`src/rtl/dp_pkg.sv`:
```
// Shared constants, types and helpers for the destination-port match arbiter.
// Latency: n/a (package only).
// Backpressure: n/a (package only).
package dp_pkg;

  localparam int PORT_WIDTH     = 16;
  localparam int NUM_RULE_ID    = 8;
  localparam int RULE_ID_WIDTH  = 3;
  // Eight {valid, rule_id} nibbles.
  localparam int RULE_SET_WIDTH = NUM_RULE_ID * (RULE_ID_WIDTH + 1);

  typedef enum logic [1:0] {
    RUN,
    DRAIN,
    HALT
  } fsm_state_t;

  typedef struct packed {
    logic                  vld;
    logic [PORT_WIDTH-1:0] port;
  } tree_in_t;

  // The tree sees all-zero when nothing is issued, never a stale port.
  function automatic tree_in_t pack_tree_in(input logic vld, input logic [PORT_WIDTH-1:0] port);
    tree_in_t t;
    t.vld  = vld;
    t.port = vld ? port : '0;
    return t;
  endfunction

endpackage

```
`src/rtl/dp_rr_arbiter.sv`:
```
// Round-robin arbiter: one-hot grant among req, scanning upward from a rotating pointer.
// Latency: grant is combinational from req; pointer moves on the clock after a grant.
// Backpressure: en=0 forces grant to zero and freezes the pointer.
//
// Ports:
//   clk, reset  clock and synchronous active-high reset (pointer -> 0)
//   req         per-requester request vector
//   en          allow a grant this cycle
//   grant       one-hot (or zero) grant
module dp_rr_arbiter #(
  parameter  int NUM_REQ = 4,
  localparam int PTR_W   = (NUM_REQ > 1) ? $clog2(NUM_REQ) : 1
) (
  input  logic               clk,
  input  logic               reset,
  input  logic [NUM_REQ-1:0] req,
  input  logic               en,
  output logic [NUM_REQ-1:0] grant
);

  logic [PTR_W-1:0] ptr;
  logic [PTR_W-1:0] win;
  logic [PTR_W-1:0] idx;
  logic             found;
  int               idx_i;

  always_comb begin
    grant = '0;
    win   = '0;
    idx   = '0;
    idx_i = 0;
    found = 1'b0;
    for (int k = 0; k < NUM_REQ; k++) begin
      // Wrap explicitly so non-power-of-two NUM_REQ scans correctly.
      idx_i = int'(ptr) + k;
      if (idx_i >= NUM_REQ) idx_i = idx_i - NUM_REQ;
      idx = PTR_W'(idx_i);
      if (en && !found && req[idx]) begin
        grant[idx] = 1'b1;
        win        = idx;
        found      = 1'b1;
      end
    end
  end

  always_ff @(posedge clk) begin
    if (reset) begin
      ptr <= '0;
    end else if (found) begin
      ptr <= (win == PTR_W'(NUM_REQ - 1)) ? '0 : win + 1'b1;
    end
  end

endmodule

```
`src/rtl/dp_match_arbiter.sv`:
```
// Shares one dest-port range match tree between NUM_REQ requesters, round-robin, with a pause/drain quiesce FSM.
// Latency: handshake at T -> tree_in at T+1 -> response (id + rule set) at T+1+TREE_LAT.
// Backpressure: req_ready withheld while pausing/drained; responses have no backpressure.
//
// Ports:
//   clk, reset       clock, synchronous active-high reset (shared with the tree)
//   req_valid/ready  per-requester handshake; req_ready is one-hot or zero
//   req_port         per-requester 16-bit dest port, slot i = [16*i +: 16]
//   tree_in          registered {valid, port} to the match tree
//   tree_out         rule-ID set from the tree, TREE_LAT cycles after tree_in
//   rsp_valid/id     response strobe and owning requester
//   rsp_rules        tree_out while rsp_valid, else zero
//   pause_req        stop issuing and drain; halted=1 once nothing is in flight
// Optional: define DP_ARB_STATS_EN for stat_grants (per-requester grants) and stat_stall.
module dp_match_arbiter
  import dp_pkg::*;
#(
  parameter  int NUM_REQ  = 4,
  parameter  int TREE_LAT = 6,
  localparam int REQ_ID_W = (NUM_REQ > 1) ? $clog2(NUM_REQ) : 1
) (
  input  logic                          clk,
  input  logic                          reset,
  input  logic [NUM_REQ-1:0]            req_valid,
  input  logic [NUM_REQ*PORT_WIDTH-1:0] req_port,
  output logic [NUM_REQ-1:0]            req_ready,
  output logic [PORT_WIDTH:0]           tree_in,
  input  logic [RULE_SET_WIDTH-1:0]     tree_out,
  output logic                          rsp_valid,
  output logic [REQ_ID_W-1:0]           rsp_id,
  output logic [RULE_SET_WIDTH-1:0]     rsp_rules,
  input  logic                          pause_req,
  output logic                          halted
`ifdef DP_ARB_STATS_EN
  ,
  output logic [NUM_REQ*32-1:0]         stat_grants,
  output logic [31:0]                   stat_stall
`endif
);

  localparam int INF_W = $clog2(TREE_LAT + 2);

  typedef struct packed {
    logic                vld;
    logic [REQ_ID_W-1:0] id;
  } tag_t;

  fsm_state_t            state;
  logic                  grant_en;
  logic [NUM_REQ-1:0]    hs;
  logic                  issue;
  logic [REQ_ID_W-1:0]   issue_id;
  logic [PORT_WIDTH-1:0] issue_port;
  tree_in_t              tree_in_q;
  tag_t                  tag_line [TREE_LAT+1];
  tag_t                  tail;
  logic [INF_W-1:0]      inflight;
  logic                  drained;

  // Grants stop in the same cycle pause_req rises, and never during reset.
  assign grant_en = (state == RUN) && !pause_req && !reset;

  dp_rr_arbiter #(
    .NUM_REQ (NUM_REQ)
  ) u_rr (
    .clk   (clk),
    .reset (reset),
    .req   (req_valid),
    .en    (grant_en),
    .grant (req_ready)
  );

  assign hs    = req_valid & req_ready;
  assign issue = |hs;

  always_comb begin
    issue_id   = '0;
    issue_port = '0;
    for (int i = 0; i < NUM_REQ; i++) begin
      if (hs[i]) begin
        issue_id   = REQ_ID_W'(i);
        issue_port = req_port[PORT_WIDTH*i +: PORT_WIDTH];
      end
    end
  end

  always_ff @(posedge clk) begin
    if (reset) begin
      tree_in_q <= '0;
    end else begin
      tree_in_q <= pack_tree_in(issue, issue_port);
    end
  end

  assign tree_in = tree_in_q;

  // Tag line is one stage longer than the tree: stage 0 sits alongside the
  // tree_in register, so the tail lines up with the matching tree_out.
  always_ff @(posedge clk) begin
    if (reset) begin
      for (int k = 0; k <= TREE_LAT; k++) tag_line[k] <= '0;
    end else begin
      tag_line[0] <= '{vld: issue, id: issue_id};
      for (int k = 1; k <= TREE_LAT; k++) tag_line[k] <= tag_line[k-1];
    end
  end

  assign tail      = tag_line[TREE_LAT];
  assign rsp_valid = tail.vld;
  assign rsp_id    = tail.id;
  assign rsp_rules = tail.vld ? tree_out : '0;

  always_ff @(posedge clk) begin
    if (reset) begin
      inflight <= '0;
    end else begin
      case ({issue, rsp_valid})
        2'b10:   inflight <= inflight + 1'b1;
        2'b01:   inflight <= inflight - 1'b1;
        default: inflight <= inflight;
      endcase
    end
  end

  // Counts this cycle's response as retired; no issue can happen outside RUN.
  assign drained = (inflight == INF_W'(rsp_valid));

  always_ff @(posedge clk) begin
    if (reset) begin
      state  <= RUN;
      halted <= 1'b0;
    end else begin
      case (state)
        RUN: begin
          halted <= 1'b0;
          if (pause_req) state <= DRAIN;
        end
        DRAIN: begin
          if (!pause_req) begin
            state <= RUN;
          end else if (drained) begin
            state  <= HALT;
            halted <= 1'b1;
          end
        end
        HALT: begin
          if (!pause_req) begin
            state  <= RUN;
            halted <= 1'b0;
          end
        end
        default: begin
          state  <= RUN;
          halted <= 1'b0;
        end
      endcase
    end
  end

`ifdef DP_ARB_STATS_EN
  logic [31:0] grant_cnt [NUM_REQ];
  logic [31:0] stall_cnt;

  always_ff @(posedge clk) begin
    if (reset) begin
      for (int i = 0; i < NUM_REQ; i++) grant_cnt[i] <= '0;
      stall_cnt <= '0;
    end else begin
      for (int i = 0; i < NUM_REQ; i++) begin
        if (hs[i] && (grant_cnt[i] != '1)) grant_cnt[i] <= grant_cnt[i] + 1'b1;
      end
      if ((|req_valid) && !issue && (stall_cnt != '1)) stall_cnt <= stall_cnt + 1'b1;
    end
  end

  always_comb begin
    stat_grants = '0;
    for (int i = 0; i < NUM_REQ; i++) stat_grants[32*i +: 32] = grant_cnt[i];
  end

  assign stat_stall = stall_cnt;
`endif

endmodule
```
`config.mk`:
```
export PLATFORM = sky130hd
export DESIGN_NAME = dp_match_arbiter
export DESIGN_NICKNAME = d
export VERILOG_FILES = /design/src/rtl/dp_pkg.sv /design/src/rtl/dp_rr_arbiter.sv /design/src/rtl/dp_match_arbiter.sv
export SDC_FILE = /design/constraint.sdc
export NUM_CORES = 1
export LEC_CHECK = 0
export ABC_AREA = 1
export CAP_MARGIN = 20
export CORE_MARGIN = 4
export CORE_UTILIZATION = 40
export DETAILED_ROUTE_END_ITERATION = 8
export GPL_ROUTABILITY_DRIVEN = 0
export PLACE_DENSITY = 0.92
export SETUP_SLACK_MARGIN = 0.1
export SLEW_MARGIN = 20
export SYNTH_ARGS = -nofsm -noshare
export SYNTH_HDL_FRONTEND = slang
export SYNTH_SLANG_ARGS = --single-unit
export TNS_END_PERCENT = 30
```
`constraint.sdc`:
```
create_clock -name clk -period 4.2 [get_ports clk]
set_input_delay 0.42 -clock clk [delete_from_list [all_inputs] [get_ports clk]]
set_output_delay 0.42 -clock clk [all_outputs]
set_load 0.01 [all_outputs]
```
# Word level (Yosys, flattened, before mapping)
# Memories as Yosys holds them, arrays and structs flattened.
# Index checks and enable logic that the tools add are counted.
[op_classes] n_lt_le_gt_ge=12 n_addsub=10 eq_ne=11 bitwise=12 n_reduce_logical=24 muxes=61
[ops] op="two-way mux 16 bit" count=4
[ops] op="two-way mux 32 bit" count=1
[ops] op="two-way mux 2 bit" count=15
[ops] op="two-way mux 3 bit" count=7
[ops] op="two-way mux 1 bit" count=19
[ops] op="two-way mux 4 bit" count=4
[ops] op="logical AND 1 bit" count=13
[ops] op="less-than comparator 2 x 3 -> 1 bit (second input constant)" count=4
[ops] op="OR 4 bit" count=3
[ops] op=">= comparator 3 bit (second input constant)" count=3
[ops] op="binary-select mux 1 bit (select 2 bit)" count=4
[ops] op="demux 1 bit (select 2 bit)" count=4
[ops] op=">= comparator 2 x 1 -> 1 bit (second input constant)" count=4
[ops] op="inequality test 2 bit (second input constant)" count=4
[ops] op="subtractor 2 x 1 -> 2 bit (second input constant)" count=4
[ops] op="OR 1 bit" count=7
[ops] op="adder 2 x 2 -> 3 bit (second input constant)" count=2
[ops] op="equality test 2 bit (second input constant)" count=3
[ops] op="one-hot mux 2 bit (3 select lines)" count=1
[ops] op="one-hot mux 3 bit (2 select lines)" count=1
[ops] op="AND reduction 3 bit" count=2
[ops] op="logical NOT 1 bit" count=5
[ops] op="AND 4 bit" count=1
[ops] op="equality test 2 x 1 -> 1 bit (second input constant)" count=2
[ops] op="other kinds (13)" count=13
[word_totals] wordCells=137 mem_bits_rw=21 output_inout_bits=57 ff_bits=25 input_bits=103 memories=1
[memory_table] memory="tag_line" words=7 width=3 rd=7 rd_clocked_by_memory_dff=0 wr=7 line="dp_match_arbiter.sv:55" source="tag_t tag_line [TREE_LAT+1];"

# Logic depth before layout (Yosys ltp)
[depth] depth_word=23 ltp_mapped=21 ltp_nobuf=20

# By module
# Synthesis repeated with hierarchy kept, for this count alone.
[unflattened] cells_unflattened=479 hier_area_um2=2981.6
[by_module_without_submodules] mod="dp_match_arbiter" area_each_um2=2382.3 seq_area_each_um2=860.8 cells_each=380 n_inst=1
[by_module_without_submodules] mod="dp_rr_arbiter" area_each_um2=599.3 seq_area_each_um2=40.0 cells_each=99 n_inst=1

# Least setup slack after synthesis
# Ideal clock, no wire load.
[synth_path] path_type="register to register" from="register u_rr.ptr[1]" to="register inflight[2]" slack_ns=1.046 t_arrival_ns=3.032 synth_period_minus_slack_ns=3.154 setup_ns=0.122 path_stages_with_launch=21 required_ns=4.078 n_path_buf=2 cell_sequence="dfxtp_1 buf_2 inv_2 ha_1 inv_1 nand3_1 inv_1 nor2_2 nand3_1 nand2_1 nor2_1 a21oi_4 buf_6 nor3_2 ha_1 inv_1 fa_1 a21oi_1 o21ai_0 o21ai_0 a21oi_1"
[synth_via] elab_chain_len=22 elab_cells_between_ends=69 cone_classes="add/sub (7); order compare (12); eq/ne (2); mux (28); bitwise (4); reduce/logical (16)"
[synth_lines] item="start, declared" line="dp_rr_arbiter.sv:21" source="logic [PTR_W-1:0] ptr;"
[synth_lines] item="start signal, assigned" line="dp_rr_arbiter.sv:50" source="ptr <= (win == PTR_W'(NUM_REQ - 1)) ? '0 : win + 1'b1;"
[synth_lines] item="branches (longest 17 deep; another with adder 2 x 1 -> 3 bit)"
[synth_lines] item="two-way mux 4 bit *" line="dp_rr_arbiter.sv:38" source="if (en && !found && req[idx]) begin"
[synth_lines] item="AND 4 bit *" line="dp_match_arbiter.sv:73" source="assign hs = req_valid & req_ready;"
[synth_lines] item="OR reduction 4 bit *" line="dp_match_arbiter.sv:74" source="assign issue = |hs;"
[synth_lines] item="equality test 2 x 1 -> 1 bit or equality test 2 bit (tied branches)" line="dp_match_arbiter.sv:117" source="case ({issue, rsp_valid})"
[synth_lines] item="one-hot mux 3 bit (2 select lines) or nonzero test 2 bit (tied branches)"
[synth_lines] item="end signal, assigned" line="dp_match_arbiter.sv:118" source="2'b10: inflight <= inflight + 1'b1;"
[synth_lines] item="end signal, assigned" line="dp_match_arbiter.sv:119" source="2'b01: inflight <= inflight - 1'b1;"
[synth_lines] item="end signal, assigned" line="dp_match_arbiter.sv:120" source="default: inflight <= inflight;"
[synth_lines] item="end, declared" line="dp_match_arbiter.sv:57" source="logic [INF_W-1:0] inflight;"
# Mark *: on every way between the ends. The select of a mux whose other input is x is not followed.
# A chain may end at the register's enable or synchronous reset.

# Final worst setup path
# Ends and elaborated chain as after synthesis.

==> out/summary.txt <==
status - finished clean
vias in the first global route - 3,303
LEAKAGE - 2.31 nW
CTS Buf Count - 5
Clock Path Buffers - 2
Slew Limit Fails - 0
full die area - 8790 sq um
GR met3 Demand/Resource - 0.0729
largest area contributor in the netlist - dfxtp_1
GRT Resource Usage Total - 0.199
largest net degree at the start of global routing - 37
Diodes inserted - 0
post-synthesis net count - 590
period utilization - 0.872
core footprint - 7210 sq um
layout cells sized above 1 - 0.0655
Hold Crit Depth - 2
max cap viols - 0
Pint - 0.000878 W
Synth top area share - 0.306
Worst Skew - 0.00939 ns
Initial DRC Count - 273
Initial DRT Pass Iterations - 5
Hold/Removal Path Class - flip-flop to flip-flop
Critical Path AT - 3.84 ns
Cells after Synth - 478
setup ws final - 0.536 ns
fin cells - 725
Root Driver - clkbuf_8
Clock power frac - 0.175
routing usage on met1 - 0.194
final wirelength - 9010 um
H-tree levels - 2
PwrDens - 310 nW/um^2
post-cts sizing count - 0
unrepaired setup endpoints after global routing - no
GRT Max-Usage Layer - met2
Worst Path Required - 4.38 ns
IO Port Bufs - 159
synthesized cell area - 2940 sq um
hpwl dp - 7320 um
CP max FO - 19
# hold bufs at CTS - 0
number of synthesis warnings - 0
Area contributors post-synth - dfxtp_1 31%, nand2_1 17%, inv_1 11%, nor2_1 7.9%, nand3_1 7.5%
I/O pins - 160
Hold Startpoint - tag_line[1][2]$_SDFF_PP0_
Initial Util - 0.408
Crit Path Category - flip-flop to flip-flop
setup TNS - 0 ns
CP Launch Type - flip-flop
Clock Latency Late Sink - 0.30 ns
initial antenna violation count - 0
Avg Inst Size Synth - 6.16 sq um
Sw Share - 0.388
sw power - 0.000557 W
R2R cell count - 19
Die H - 93.8 um
CTS tree - done
first-pass GRT wire length - 14,200 um
met2 Use GR - 0.369
Comb pwr share - 0.457
r2r startpoint - u_rr.ptr[1]$_SDFFE_PP0P_
final setup vio count - 0
grt total ovfl - 0
flops & latches, synth - 45
die width - 93.8 um
hold endpoint - tag_line[2][2]$_SDFF_PP0_
dpl cells - 719
sequential share of power - 0.367
clock transition at the registers of the reported paths - 0.08 ns
P&R area growth vs syn - 57.3%
Fmax achieved - 0.273 GHz
number of library cell types mapped by synthesis - 31
hold violation total from the final report - 0
Slew HR - 0.602
DRT antenna net count - 0
fill count - 622
FP Rows - 31
vias per inst - 4.74
Setup Buffers After CTS - 0
worst-margin pin slew - 0.597 ns
crit path time final - 3.66 ns
DRC Markers - 0
WHS - 0.403 ns
element type at the critical path end - flip-flop
Worst R2R End - inflight[2]$_SDFFE_PP0P_
post-route cell area - 4630 sq um
Post-DP Area - 4550 sq um
vias - 3,440
r2r setup slk - 0.54 ns
# clock sinks - 45
Layout Nets - 739
dpl ws - 0.708 ns
worst ir drop on vdd - 0.000204 V
post-synthesis sequential area ratio - 0.306
DR WL/cell - 12.4 um
## registers in the layout (all words and copies together), names as in the netlist, named ones only
| signal | count |
|---|---|
| state | 2 |
| halted | 1 |
| tree_in | 17 |
| inflight | 3 |
| tag_line | 20 |
| u_rr.ptr | 1 |
## logic make-up (layout without fill, tap and decap cells)
group                      after synthesis  after routing  share of synthesized area
adders and majority gates                9              9                     0.0408
AOI/OAI and AO/OA                       36             36                     0.0761
buffers and inverters                  114            262                      0.165
and+or+nand+nor                        274            274                      0.412
DFF                                     45             45                      0.306
## worst max-delay path by stage
stage                             start                  endpoint  slack, ns
2_1_floorplan  u_rr.ptr[1]$_SDFFE_PP0P_  inflight[2]$_SDFFE_PP0P_       1.05
3_3_place_gp               req_valid[0]  inflight[2]$_SDFFE_PP0P_       0.87
3_5_place_dp   u_rr.ptr[1]$_SDFFE_PP0P_  inflight[2]$_SDFFE_PP0P_       0.71
4_1_cts        u_rr.ptr[1]$_SDFFE_PP0P_  inflight[2]$_SDFFE_PP0P_       0.58
5_1_grt        u_rr.ptr[1]$_SDFFE_PP0P_  inflight[2]$_SDFFE_PP0P_       0.17
6_report       u_rr.ptr[1]$_SDFFE_PP0P_  inflight[2]$_SDFFE_PP0P_       0.54
## critical path, stage by stage, from the launching register on
cell and delay, ns:
dfxtp_1 0.64, inv_2 0.16, ha_1 0.40, inv_1 0.11, nand3_1 0.15, nand2_2 0.10, nand3_2 0.15, nor3_2 0.05
nor2_1 0.12, nand2_2 0.09, nand2_4 0.20, nand2_4 0.08, nor3_2 0.14, ha_1 0.17, inv_1 0.07, fa_1 0.40
a21oi_1 0.17, o21ai_0 0.13, o21ai_0 0.16, a21oi_1 0.05
## through the flow
step	util	power, W
after floorplan	-	0.000923
after global placement	0.631	0.00114
after detailed placement	0.631	0.00118
after CTS	0.641	0.00143
after global routing	0.642	0.00152
final	0.642	0.00144
## area by class of cell
class | count | area, sq um | area share
Clock buffer | 5 | 68.8 | 0.0149
Timing Repair Buffer | 163 | 1620 | 0.350
Inverter | 93 | 352 | 0.0760
Tap cell | 99 | 124 | 0.0268
Clock inverter | 1 | 5.00 | 0.00108
Sequential cell | 45 | 902 | 0.195
Multi-Input combinational cell | 319 | 1560 | 0.336
## cells in the mapped netlist (all sizes together)
cell type  count
o211ai         2
nand4          5
a211oi         2
nor2          66
dfxtp         45
ha             8
nand2        147
o21ai          5
buf           14
a31oi          1
nand3         48
o21bai         1
fa             1
a21boi         1
nor3           6
a21oi         24
clkbuf         7
nand3b         2
inv           93
## layer usage
layer / part of all wire / vias up
li1: - / 1730
met1: 0.34 / 1460
met2: 0.50 / 203
met3: 0.12 / 47
met4: 0.045 / 0
met5: 0 / -
## cell usage in the layout, fill, tap and decap left out, types with 2 or more instances in the layout
cell type,count
nand2_1,137
o21ai_0,5
nor3_2,3
nand4_1,5
nor2_4,2
a21oi_1,23
a211oi_1,2
clkbuf_8,5
inv_1,87
nand3_1,44
buf_4,4
ha_1,8
nand3b_1,2
nor2_2,2
nand2_2,7
inv_2,5
dfxtp_1,44
nor2_1,62
nand2_4,3
clkdlybuf4s50_1,159
nor3_1,3
nand3_2,4
## power groups by stage
stage	Combinational [W]	Sequential, W	Clock [W]
final	0.000657	0.000527	0.000252
after global routing	0.000711	0.000537	0.000275
after CTS	0.000649	0.000528	0.000258
after detailed placement	0.000644	0.000537	0
after global placement	0.000611	0.000533	0
after floorplan	0.000390	0.000532	0
(Power assumes the default switching activity.)
